## config.mk

```make
export PLATFORM = sky130hd
export DESIGN_NAME = irq_ctrl_flat
export DESIGN_NICKNAME = d
export VERILOG_FILES = /design/src/rtl/irq_pkg.sv /design/src/rtl/irq_ctrl_if.sv /design/src/rtl/irq_prio_enc.sv /design/src/rtl/irq_ctrl.sv /design/src/flat_wrapper.sv
export SDC_FILE = /design/constraint.sdc
export NUM_CORES = 1
export LEC_CHECK = 0
export ABC_AREA = 1
export BUFFER_PORTS_ARGS = -buffer_cell sky130_fd_sc_hd__buf_2
export CORE_ASPECT_RATIO = 0.8
export CORE_UTILIZATION = 40
export DETAILED_ROUTE_END_ITERATION = 7
export PLACE_DENSITY = 0.8
export RECOVER_POWER = 25
export SYNTH_ARGS = -nofsm -noshare
export SYNTH_HDL_FRONTEND = slang
export SYNTH_SLANG_ARGS = --single-unit
```

## constraint.sdc

```tcl
create_clock -name clk -period 2.6 [get_ports clk]
set_input_delay 0 -clock clk [delete_from_list [all_inputs] [get_ports clk]]
set_output_delay 0 -clock clk [all_outputs]
set_load 0.01 [all_outputs]
```

## src/rtl/irq_pkg.sv

```systemverilog
// irq_pkg: shared definitions for the prioritized, vectored interrupt controller.
// Holds the controller state names, default vector table placement and the
// largest supported number of interrupt sources.
package irq_pkg;

    localparam int          IRQ_MAX_SRC    = 8;
    localparam logic [31:0] IRQ_VEC_BASE   = 32'h0000_0018;
    localparam logic [31:0] IRQ_VEC_STRIDE = 32'd4;

    typedef enum logic [1:0] {
        IDLE    = 2'd0,
        REQ     = 2'd1,
        SERVICE = 2'd2
    } irq_state_e;

    // Handler address for a source index, wrapping modulo 2^32.
    function automatic logic [31:0] irq_vector(input logic [31:0] base,
                                               input logic [31:0] stride,
                                               input logic [31:0] idx);
        return base + idx * stride;
    endfunction

endpackage

```

## src/rtl/irq_ctrl_if.sv

```systemverilog
// irq_ctrl_if: request/acknowledge/end-of-interrupt handshake between the
// interrupt controller (master) and the CPU control unit (slave).
interface irq_ctrl_if #(
    parameter int N_SRC = 4
);
    localparam int ID_W = $clog2(N_SRC);

    logic            cpu_int_en;
    logic            irq_ack;
    logic            irq_eoi;
    logic            irq_req;
    logic [ID_W-1:0] irq_id;
    logic [31:0]     irq_vec;

    modport master (
        output irq_req, irq_id, irq_vec,
        input  cpu_int_en, irq_ack, irq_eoi
    );

    modport slave (
        input  irq_req, irq_id, irq_vec,
        output cpu_int_en, irq_ack, irq_eoi
    );
endinterface

```

## src/rtl/irq_prio_enc.sv

```systemverilog
// irq_prio_enc: lowest-index-wins priority encoder with a valid flag.
// Index 0 has the highest priority.
module irq_prio_enc #(
    parameter int W = 4
) (
    input  logic [W-1:0]         req,
    output logic [$clog2(W)-1:0] idx,
    output logic                 valid
);

    // Scan from the top down so the lowest set bit is the last one written.
    always_comb begin
        idx   = '0;
        valid = 1'b0;
        for (int i = W - 1; i >= 0; i--) begin
            if (req[i]) begin
                idx   = ($clog2(W))'(i);
                valid = 1'b1;
            end
        end
    end

endmodule

```

## src/rtl/irq_ctrl.sv

```systemverilog
// irq_ctrl: prioritized, vectored interrupt controller.
// Latches rising edges of the source lines into a pending register, filters
// them with a software mask, and hands the highest-priority request to the
// CPU through a request/ack/EOI handshake. The handler vector follows the
// latched source index.
// Optional build macro: IRQ_NEST_EN enables preemption of a running handler
// by a strictly higher-priority source.
module irq_ctrl
    import irq_pkg::*;
#(
    parameter int          N_SRC      = 4,
    parameter logic [31:0] VEC_BASE   = IRQ_VEC_BASE,
    parameter logic [31:0] VEC_STRIDE = IRQ_VEC_STRIDE
) (
    input  logic             clk,
    input  logic             Rst,
    input  logic [N_SRC-1:0] irq_src,
    input  logic             mask_we,
    input  logic [N_SRC-1:0] mask_wdata,
    irq_ctrl_if.master       bus,
    output logic [N_SRC-1:0] pending,
    output logic [N_SRC-1:0] in_service
);

    localparam int ID_W = $clog2(N_SRC);

    localparam logic [1:0] ST_IDLE    = IDLE;
    localparam logic [1:0] ST_REQ     = REQ;
    localparam logic [1:0] ST_SERVICE = SERVICE;

    logic [1:0]       state;
    logic [ID_W-1:0]  id_q;
    logic [N_SRC-1:0] src_q;
    logic [N_SRC-1:0] mask_q;
    logic [N_SRC-1:0] src_edge;
    logic [N_SRC-1:0] cand;
    logic [N_SRC-1:0] pend_clr;
    logic [N_SRC-1:0] is_set;
    logic [N_SRC-1:0] is_clr;
    logic [N_SRC-1:0] is_after_eoi;
    logic [ID_W-1:0]  win_idx;
    logic [ID_W-1:0]  is_low_idx;
    logic             win_valid;
    logic             is_valid;
    logic             ack_fire;
    logic             eoi_fire;
    logic             nest_ok;

    assign src_edge = irq_src & ~src_q;
    assign cand     = pending & mask_q;

    irq_prio_enc #(.W(N_SRC)) u_cand_enc (
        .req   (cand),
        .idx   (win_idx),
        .valid (win_valid)
    );

    irq_prio_enc #(.W(N_SRC)) u_eoi_enc (
        .req   (in_service),
        .idx   (is_low_idx),
        .valid (is_valid)
    );

    assign ack_fire = (state == ST_REQ) && bus.irq_ack;
    assign eoi_fire = (state == ST_SERVICE) && bus.irq_eoi && is_valid;

`ifdef IRQ_NEST_EN
    assign nest_ok = win_valid && is_valid && (win_idx < is_low_idx) && bus.cpu_int_en;
`else
    assign nest_ok = 1'b0;
`endif

    // Decode the ack and EOI events into per-source set/clear vectors.
    always_comb begin
        pend_clr = '0;
        is_set   = '0;
        is_clr   = '0;
        if (ack_fire) begin
            pend_clr[id_q] = 1'b1;
            is_set[id_q]   = 1'b1;
        end
        if (eoi_fire) begin
            is_clr[is_low_idx] = 1'b1;
        end
        is_after_eoi = in_service & ~is_clr;
    end

    // Handshake sequencing and latching of the granted source index.
    always_ff @(posedge clk) begin
        if (Rst) begin
            state <= ST_IDLE;
            id_q  <= '0;
        end else begin
            case (state)
                ST_IDLE: begin
                    if (win_valid && bus.cpu_int_en) begin
                        state <= ST_REQ;
                        id_q  <= win_idx;
                    end
                end
                ST_REQ: begin
                    if (bus.irq_ack) begin
                        state <= ST_SERVICE;
                    end
                end
                ST_SERVICE: begin
                    if (eoi_fire) begin
                        if (is_after_eoi == '0) begin
                            state <= ST_IDLE;
                        end
                    end else if (nest_ok) begin
                        state <= ST_REQ;
                        id_q  <= win_idx;
                    end
                end
                default: begin
                    state <= ST_IDLE;
                end
            endcase
        end
    end

    // Edge history, mask, pending and in-service registers; a new edge beats an ack clear.
    always_ff @(posedge clk) begin
        if (Rst) begin
            src_q      <= irq_src;
            mask_q     <= '0;
            pending    <= '0;
            in_service <= '0;
        end else begin
            src_q      <= irq_src;
            pending    <= (pending & ~pend_clr) | src_edge;
            in_service <= is_after_eoi | is_set;
            if (mask_we) begin
                mask_q <= mask_wdata;
            end
        end
    end

    assign bus.irq_req = (state == ST_REQ);
    assign bus.irq_id  = id_q;
    assign bus.irq_vec = irq_vector(VEC_BASE, VEC_STRIDE, 32'(id_q));

endmodule

```

## src/flat_wrapper.sv

```systemverilog
// flat-port wrapper written by rule: the top's interface ports become plain ports
module irq_ctrl_flat import irq_pkg::*;
#(
    parameter int          N_SRC      = 4,
    parameter logic [31:0] VEC_BASE   = IRQ_VEC_BASE,
    parameter logic [31:0] VEC_STRIDE = IRQ_VEC_STRIDE
)
  (clk, Rst, irq_src, mask_we, mask_wdata, pending, in_service, bus_irq_req, bus_irq_id, bus_irq_vec, bus_cpu_int_en, bus_irq_ack, bus_irq_eoi);
  irq_ctrl_if #(.N_SRC(N_SRC)) bus_i ();
  input  logic clk;
  input  logic Rst;
  input  logic [N_SRC-1:0] irq_src;
  input  logic mask_we;
  input  logic [N_SRC-1:0] mask_wdata;
  output logic [N_SRC-1:0] pending;
  output logic [N_SRC-1:0] in_service;
  output wire logic [$bits(bus_i.irq_req)-1:0] bus_irq_req;
  output wire logic [$bits(bus_i.irq_id)-1:0] bus_irq_id;
  output wire logic [$bits(bus_i.irq_vec)-1:0] bus_irq_vec;
  input wire logic [$bits(bus_i.cpu_int_en)-1:0] bus_cpu_int_en;
  input wire logic [$bits(bus_i.irq_ack)-1:0] bus_irq_ack;
  input wire logic [$bits(bus_i.irq_eoi)-1:0] bus_irq_eoi;
  assign bus_irq_req = bus_i.irq_req;
  assign bus_irq_id = bus_i.irq_id;
  assign bus_irq_vec = bus_i.irq_vec;
  assign bus_i.cpu_int_en = bus_cpu_int_en;
  assign bus_i.irq_ack = bus_irq_ack;
  assign bus_i.irq_eoi = bus_irq_eoi;
  irq_ctrl #(.N_SRC(N_SRC), .VEC_BASE(VEC_BASE), .VEC_STRIDE(VEC_STRIDE)) u_core (.clk(clk), .Rst(Rst), .irq_src(irq_src), .mask_we(mask_we), .mask_wdata(mask_wdata), .bus(bus_i), .pending(pending), .in_service(in_service));
endmodule
```

# Word level (Yosys, flattened, before mapping)
# Index checks and enable logic that the tools add are counted.
dict set report word_totals {
  reg_bits 20
  out_inout_bits 43
  word_cells 63
  input_bits 14
}
dict set report op_classes {
  n_reduce_logical 10
  eq_ne 6
  bitwise 9
  muxes 27
  add_sub_neg 1
  n_lt_le_gt_ge 4
}
# cell n
set op_table {}
lappend op_table {{$mux W2} 12}
lappend op_table {{$and A4 B4 Y4} 4}
lappend op_table {{$not A4 Y4} 3}
lappend op_table {{$mux W1} 10}
lappend op_table {{$mux W4} 2}
lappend op_table {{$or A4 B4 Y4} 2}
lappend op_table {{$add A5 B4 Y6 const A} 1}
lappend op_table {{$logic_and A1 B1 Y1} 6}
lappend op_table {{$lt A2 B3 Y1 const B} 2}
lappend op_table {{$ne A2 B1 Y1 const B} 3}
lappend op_table {{$pmux W2 S3} 1}
lappend op_table {{$demux W1 S2} 2}
lappend op_table {{$ge A2 B1 Y1 const B} 2}
lappend op_table {{$logic_not A4 Y1} 1}
lappend op_table {{$reduce_and A4 Y1} 1}
lappend op_table {{$eq A2 B1 Y1 const B} 1}
lappend op_table {{$eq A2 B2 Y1 const B} 1}
lappend op_table {{$logic_not A2 Y1} 1}
lappend op_table {{$ne A2 B2 Y1 const B} 1}
lappend op_table {{$reduce_and A2 Y1} 1}

# Depth between registers and ports, before layout
# Gate-level depths: netlist (run 1).
dict set report depth {
  depth_word 15
  ltp_mapped 10
  ltp_nobuf 10
}

# Cells and area by module
# A second synthesis (run 1) with hierarchy kept.
dict set report unflattened {
  hier_cells 151
  hier_area_um2 1086.0
}
# module seq_area_each_um2 cells_each n_inst area_per_inst_um2
set by_module_without_submodules {}
lappend by_module_without_submodules {irq_ctrl 400.4 135 1 1013.5}
lappend by_module_without_submodules {irq_prio_enc 0.0 8 2 36.3}

# Least setup slack after synthesis (run 1)
# Ideal clock, no wire load.
dict set report synth_path {
  path_type {reg2reg}
  from {reg u_core.in_service[1]}
  to {reg u_core.state[1]}
  period_less_slack_ns 1.075
  arrival_time_ns 0.943
  path_buffers 0
  setup_time_ns 0.132
  setup_slack_ns 1.525
  path_stages_with_launch 9
  t_required_ns 2.468
  path_cell_list {dfxtp_1 > nor2_2 > nand2_1 > nor2_2 > nand2_1 > nand2_1 > nand3_1 > nand2_1 > a21oi_1}
}
dict set report synth_between {
  elab_chain_cells 12
  elab_cells_between_ends 17
  classes_between {order compare (2); eq/ne (2); mux (7); bitwise (2); reduce/logical (4)}
}
# element line_no
set synth_rtl {}
lappend synth_rtl {{start: declaration} irq_ctrl.sv:22} ;# output logic [N_SRC-1:0] in_service
lappend synth_rtl {{start signal: assignment} irq_ctrl.sv:133} ;# in_service <= is_after_eoi | is_set;
lappend synth_rtl {{$mux W2 (2 in a row)} irq_prio_enc.sv:16} ;# if (req[i]) begin
lappend synth_rtl {{$lt A2 B3 Y1 (implied by the code) / $ge A2 B1 Y1 (equally long branches)} irq_ctrl.sv:83} ;# is_clr[is_low_idx] = 1'b1;
lappend synth_rtl {{$logic_and A1 B1 Y1 (implied by the code)} irq_ctrl.sv:83}
lappend synth_rtl {{$mux W1 (implied by the code)} irq_ctrl.sv:83}
lappend synth_rtl {{$demux W1 S2} n/a}
lappend synth_rtl {{$mux W4} irq_ctrl.sv:82} ;# if (eoi_fire) begin
lappend synth_rtl {{$not A4 Y4} irq_ctrl.sv:85} ;# is_after_eoi = in_service & ~is_clr;
lappend synth_rtl {{$and A4 B4 Y4} irq_ctrl.sv:85}
lappend synth_rtl {{$logic_not A4 Y1} irq_ctrl.sv:108} ;# if (is_after_eoi == '0) begin
lappend synth_rtl {{$ne A2 B2 Y1 (no line)} n/a}
lappend synth_rtl {{$reduce_and A4 Y1 (no line) (*)} n/a}
lappend synth_rtl {{end signal: assignment} irq_ctrl.sv:91} ;# state <= ST_IDLE;
lappend synth_rtl {{end signal: assignment} irq_ctrl.sv:109} ;# state <= ST_IDLE;
lappend synth_rtl {{end signal: assignment} irq_ctrl.sv:112} ;# state <= ST_REQ;
lappend synth_rtl {{end: declaration} irq_ctrl.sv:31} ;# logic [1:0] state;
# Mark *: on every way between the ends. The rest lies on a longest branch, timed or not.
# A chain may end at the register's enable or synchronous reset.

==> reports/metrics.csv, run 1 <==
stage,metric,value,unit
status,run status,"finished, final reports clean",
power_and_ir_drop,total power draw,563,uW
placed_design,dpl cells,208,
sta,RSZ-0062 raised after global routing,false,
clock_network,Post-CTS Resized,0,
power_and_ir_drop,maximum vdd drop,353,uV
setup_path,WS Path Type,reg -> reg,
sta,final setup violating endpoints,0,
final_layout,Antenna Cells,0,
final_layout,final cell count without fillers,221,
routing,Vias/cell,3.97,
floorplan,Core Box Area,2480,um2
sta,Max Fclk,871,MHz
synthesis,ranking of synthesized cells by area,"dfxtp_1 37%, buf_4 22%, nand2_1 11%",
routing,WL final,1830,um
sta,Setup TNS Final,0,ns
placed_design,hpwl dp,1430,um
synthesis,Yosys cell types,18,
routing,drt drc,0,
clock_network,CTS max path bufs,2,
sta,period utilization,44.2,%
flow_run,Max Cap Viol,0,
clock_network,H-tree levels,1,
synthesis,cells after synthesis,149,
setup_path,crit path DAT,1.34,ns
global_route,Tot GR Track Use,12.8,%
synthesis,mean area per synthesized cell,7.17,um2
floorplan,Starting Density,43.0,%
floorplan,Rows,16,
setup_path,crit-path max FO,2,
global_route,largest net degree at the start of global routing,14,
clock_network,number of CTS-inserted buffers,3,
setup_path,R2R Setup Slk,1.45,ns
placed_design,number of buffers added on ports,28,
final_layout,area grow syn2layout,15.8,%
clock_network,CTS sink count,20,
sta,Hold Slack,0.00933,ns
synthesis,sequential area share after synthesis,37.5,%
routing,Starting DRT DRC Count,42,
synthesis,Synth top area share,37.5,%
synthesis,synth warn,0,
global_route,gr ovfl total,0,
clock_network,"Reg clk slew, reported paths",0.10,ns
hold_path,Worst Hold Class,in -> reg,
synthesis,"flops & latches, synth",20,
global_route,vias in the first global route,657,
routing,1st-pass router iterations,4,
setup_path,critical path data required time,2.79,ns
global_route,first-pass GRT wire length,2660,um
sta,fin crit period,1.15,ns
power_and_ir_drop,P per Cell Area,455,nW/um2
setup_path,critical path launch point type,register,
clock_network,Clock Latency Late Sink,0.30,ns
floorplan,die height,48.2,um
sta,Worst Skew,0.00227,ns
clock_network,clock root buffer,clkbuf_4,
setup_path,CP Capture Type,register,
routing,Final ANT Viol Nets,0,
sta,Final Max Slew Viols,0,
synthesis,leading area contributor after synthesis,dfxtp_1,
global_route,initial antenna violation count,0,
clock_network,TritonCTS clock tree,done,
sta,final hold vios,0,
placed_design,routability cong.,0.810,
final_layout,nets@finish,201,
routing,routed via count,877,
floorplan,I/O Pins,57,
power_and_ir_drop,Lkg Pwr,0.000632,uW
routing,WL/cell,8.27,um
final_layout,fraction of layout cells with a size suffix above 1,21.1,%
synthesis,synthesized cell area,1070,um2
floorplan,Horiz. Die Dim,59.8,um
floorplan,die area,2880,um2
## flip-flops by register name (all words and copies together), names as in the netlist
name,flops
u_core.bus.irq_id,2
u_core.in_service,4
u_core.mask_q,4
u_core.pending,4
u_core.src_q,4
u_core.state,2
## cells in the mapped netlist
master,count
nor2_1,13
nand2_2,2
o21ai_0,4
o31ai_1,1
conb_1,1
inv_1,16
nor2_2,3
clkbuf_1,1
nand4_1,1
buf_4,31
nand2_1,31
nand3_1,7
a21oi_2,1
nand3_2,1
a211oi_2,1
dfxtp_1,20
a21oi_1,12
inv_2,3
## cell type report
| type | count | area [um2] |
|---|---|---|
| well taps | 36 | 45.0 |
| fillers | 270 | 1240 |
| multi-input cells | 105 | 462 |
| flip-flops and latches | 20 | 400 |
| clock buffers | 3 | 22.5 |
| repair buffers | 38 | 236 |
| inverters | 19 | 71.3 |
## metrics by stage
stage,worst slack [ns],instance area [um2],util [%]
after floorplan,1.52,1170,-
after global placement,1.46,1120,45.1
after CTS,1.45,1240,50.0
after detailed placement,1.47,1120,45.1
after global routing,1.32,1240,49.8
final,1.45,1240,49.8
## power by group
part | leakage (uW) | internal, uW | total [uW] | switching (uW)
Combinational | 0.000453 | 34.4 | 88.7 | 54.3
Clock | 0.0000138 | 54.0 | 143 | 89.4
Sequential | 0.000165 | 321 | 331 | 9.56
Total | 0.000632 | 409 | 563 | 153
## placed cells by master, fill, tap and decap left out
cell / netlist / final
o31ai_1: 1 / 1
nor2_1: 13 / 13
a211oi_2: 1 / 1
nand3_2: 1 / 1
conb_1: 1 / 28
nand3_1: 7 / 7
dfxtp_1: 20 / 20
a21oi_2: 1 / 1
dlygate4sd3_1: 0 / 10
clkbuf_4: 0 / 3
a21oi_1: 12 / 12
inv_2: 3 / 3
nand2_2: 2 / 2
inv_1: 16 / 16
buf_2: 0 / 25
nand2_1: 31 / 31
nand4_1: 1 / 1
nor2_2: 3 / 3
o21ai_0: 4 / 4
clkbuf_1: 1 / 3
## critical path: stages, from the launching register on
cell and delay, ns:
dfxtp_1 0.33, o21ai_0 0.13, nor2_1 0.05, dlygate4sd3_1 0.54
## routing by layer
metal / vias to the layer above / global-route usage, % / wire, um / share of wire (%)
met2: 33 / 20.9 / 792 / 43
met3: 0 / 5.84 / 121 / 6.6
met5: - / 0 / 0 / 0
li1: 473 / - / - / -
met4: 0 / 2.79 / 0 / 0
met1: 371 / 15.8 / 914 / 50
## logic make-up after synthesis
logic type,after synthesis,share of synthesized area [%]
simple gates,58,23.2
buf+inv,51,28.8
flops,20,37.5
other cells,1,0.351
compound gates,19,10.2
## timing repair
action | in CTS | in global routing
setup buffers | 0 | 0
hold buffers | 10 | 0
hold endpoints to repair | 13 | 0
## path summary, 6_finish.rpt
| check | start | to | cells after the start |
|---|---|---|---|
| max | u_core.mask_q[0]$_SDFFE_PP0P_ | u_core.mask_q[0]$_SDFFE_PP0P_ | 3 |
| min | mask_we | u_core.mask_q[1]$_SDFFE_PP0P_ | 3 |
| max reg2reg | u_core.mask_q[0]$_SDFFE_PP0P_ | u_core.mask_q[0]$_SDFFE_PP0P_ | 3 |
| min reg2reg | u_core.src_q[3]$_DFF_P_ | u_core.pending[3]$_SDFF_PP0_ | 3 |
Note: power is estimated with default switching activity, not from simulation.
==> run 2: changes to the inputs <==
==> constraint.sdc (replaced) <==
create_clock -name clk -period 1.2 [get_ports clk]
set_input_delay 0 -clock clk [delete_from_list [all_inputs] [get_ports clk]]
set_output_delay 0 -clock clk [all_outputs]
set_load 0.01 [all_outputs]
==> run 2 against run 1 <==
Against the previous run:
- first-iteration DRC count increased by 19%
- global-route usage is 1.8 points higher
- clock power rose to 2.7 times the previous value
- flip-flop and latch count stayed put
- sequential share of layout area is 0.66 points lower
- wire length increased by 6.2%
- power increased by 130%
- via count rose by 2.3%
- critical path type is now in -> reg
==> reports/metrics.csv, run 2 (same netlist as run 1, synthesis figures left out) <==
stage,metric,value,unit
status,run status,"finished, final reports clean",
setup_path,R2R Path End,u_core.mask_q[0]$_SDFFE_PP0P_,
setup_path,CP Launch Point,mask_wdata[0],
sta,Final Max Slew Viols,0,
floorplan,Core Box Area,2480,um2
setup_path,slowest CP cell,dlygate4sd3_1,
clock_network,postcts setup bufs,0,
floorplan,die area,2880,um2
final_layout,fraction of layout cells with a size suffix above 1,22.3,%
sta,final hold vios,0,
setup_path,crit-path max FO,1,
sta,min setup slack post-route,0.0801,ns
final_layout,number of fill cells in the layout,265,
clock_network,CTS max path bufs,2,
clock_network,Clock Latency Late Sink,0.31,ns
hold_path,hold path cells,2,
sta,Worst Skew,0.00626,ns
floorplan,Rows,16,
floorplan,die height,48.2,um
global_route,largest net degree at the start of global routing,14,
placed_design,routability cong.,0.824,
clock_network,"Reg clk slew, reported paths",0.11,ns
power_and_ir_drop,P per Cell Area,1020,nW/um2
global_route,vias in the first global route,743,
clock_network,H-tree levels,1,
clock_network,CTS sink count,20,
sta,Max Fclk,893,MHz
final_layout,"commonest non-fill, non-tap cell in the layout",nand2_1,
final_layout,most frequent cells in the layout,"31 x nand2_1, 28 x conb_1, 23 x buf_2",
setup_path,CP cell instances,dlygate4sd3_1 > buf_2 > nor2_1 > nor2_1 > dlygate4sd3_1,
setup_path,WS Path Type,in -> reg,
sta,RSZ-0062 raised after global routing,false,
setup_path,critical path data required time,1.40,ns
routing,drt drc,0,
hold_path,Min-Delay Startpoint,Rst,
clock_network,TritonCTS clock tree,done,
clock_network,clock root buffer,clkbuf_4,
global_route,initial antenna violation count,0,
hold_path,Worst Hold Class,in -> reg,
floorplan,Starting Density,43.0,%
power_and_ir_drop,Lkg Pwr,0.000647,uW
final_layout,multi-input logic area,467,um2
routing,1st-pass router iterations,4,
power_and_ir_drop,maximum vdd drop,738,uV
sta,period utilization,93.3,%
placed_design,Post-Place Setup Slack,0.0840,ns
setup_path,CP Capture Type,register,
setup_path,crit path DAT,1.32,ns
routing,Starting DRT DRC Count,50,
setup_path,slowest cell delay on critical path,0.54,ns
routing,WL final,1940,um
placed_design,hpwl dp,1480,um
flow_run,Max Cap Viol,0,
final_layout,nets@finish,203,
clock_network,number of CTS-inserted buffers,3,
placed_design,number of buffers added on ports,28,
routing,Final ANT Viol Nets,0,
global_route,Tot GR Track Use,14.6,%
final_layout,Antenna Cells,0,
final_layout,Register Area,404,um2
setup_path,reg-to-reg startpoint,u_core.mask_q[0]$_SDFFE_PP0P_,
routing,routed via count,897,
routing,Vias/cell,4.00,
floorplan,I/O Pins,57,
setup_path,Worst path top cell family by delay,buffers and inverters,
floorplan,Horiz. Die Dim,59.8,um
setup_path,CP bufs+invs,3,
setup_path,critical path launch point type,input port,
global_route,first-pass GRT wire length,3030,um
routing,WL/cell,8.67,um
setup_path,R2R depth,3,
sta,Setup TNS Final,0,ns
power_and_ir_drop,total power draw,1310,uW
hold_path,Hold EP,u_core.in_service[1]$_SDFF_PP0_,
final_layout,Util after Layout,51.4,%
final_layout,area grow syn2layout,19.3,%
global_route,gr ovfl total,0,
sta,final setup violating endpoints,0,
setup_path,R2R Setup Slk,0.08,ns
sta,fin crit period,1.12,ns
==> run 2: cell count changes in the layout (fill, tap and decap cells not counted), sizes merged <==
cell         delta
clkbuf          +3
buf             -1
dlygate4sd3     +1
==> run 2: worst max-delay path by stage <==
stage                                          endpoint  slack [ns]  depth (start not counted)
final                     u_core.mask_q[0]$_SDFFE_PP0P_        0.08                          5
after global routing       u_core.state[1]$_SDFFE_PP0P_        0.01                          8
after CTS                 u_core.mask_q[0]$_SDFFE_PP0P_        0.05                          3
after detailed placement   u_core.state[1]$_SDFFE_PP0P_        0.08                          8
after global placement     u_core.state[1]$_SDFFE_PP0P_        0.11                          9
after floorplan            u_core.state[1]$_SDFFE_PP0P_        0.12                          8
==> run 2: layer usage <==
metal  vias up  wire, um  global-route usage (%)
li1        486         -                       -
met2        31       906                    26.2
met3         0       102                    4.77
met4         0         0                    4.19
met1       380       934                    17.1
met5         -         0                       0
==> run 2: per-stage QoR <==
stage                     hold WS, ns  cell area [um2]  std cells
final                          0.0229             1270        224
after global routing           0.0171             1270        224
after CTS                     0.00178             1270        224
after detailed placement        0.120             1130        209
after global placement          0.119             1130        209
after floorplan                0.0277             1170        176
==> run 2: area by class of cell <==
cell class | count | area share (%)
Timing Repair Buffer | 40 | 19.7
Inverter | 19 | 5.59
Multi-Input combinational cell | 105 | 36.6
Tap cell | 36 | 3.53
Sequential cell | 20 | 31.7
Clock buffer | 4 | 2.85
==> run 2: what timing repair did <==
action	4_1_cts	5_1_grt
hold buffers	11	0
endpoints found under the setup margin	0	2
hold endpoints to repair	14	0
resized for setup	0	5
==> run 2: power by group <==
group | internal [uW] | switching, uW | leakage (uW)
clock network | 185 | 207 | 0.0000210
registers | 696 | 21.1 | 0.000166
logic | 76.3 | 120 | 0.000460
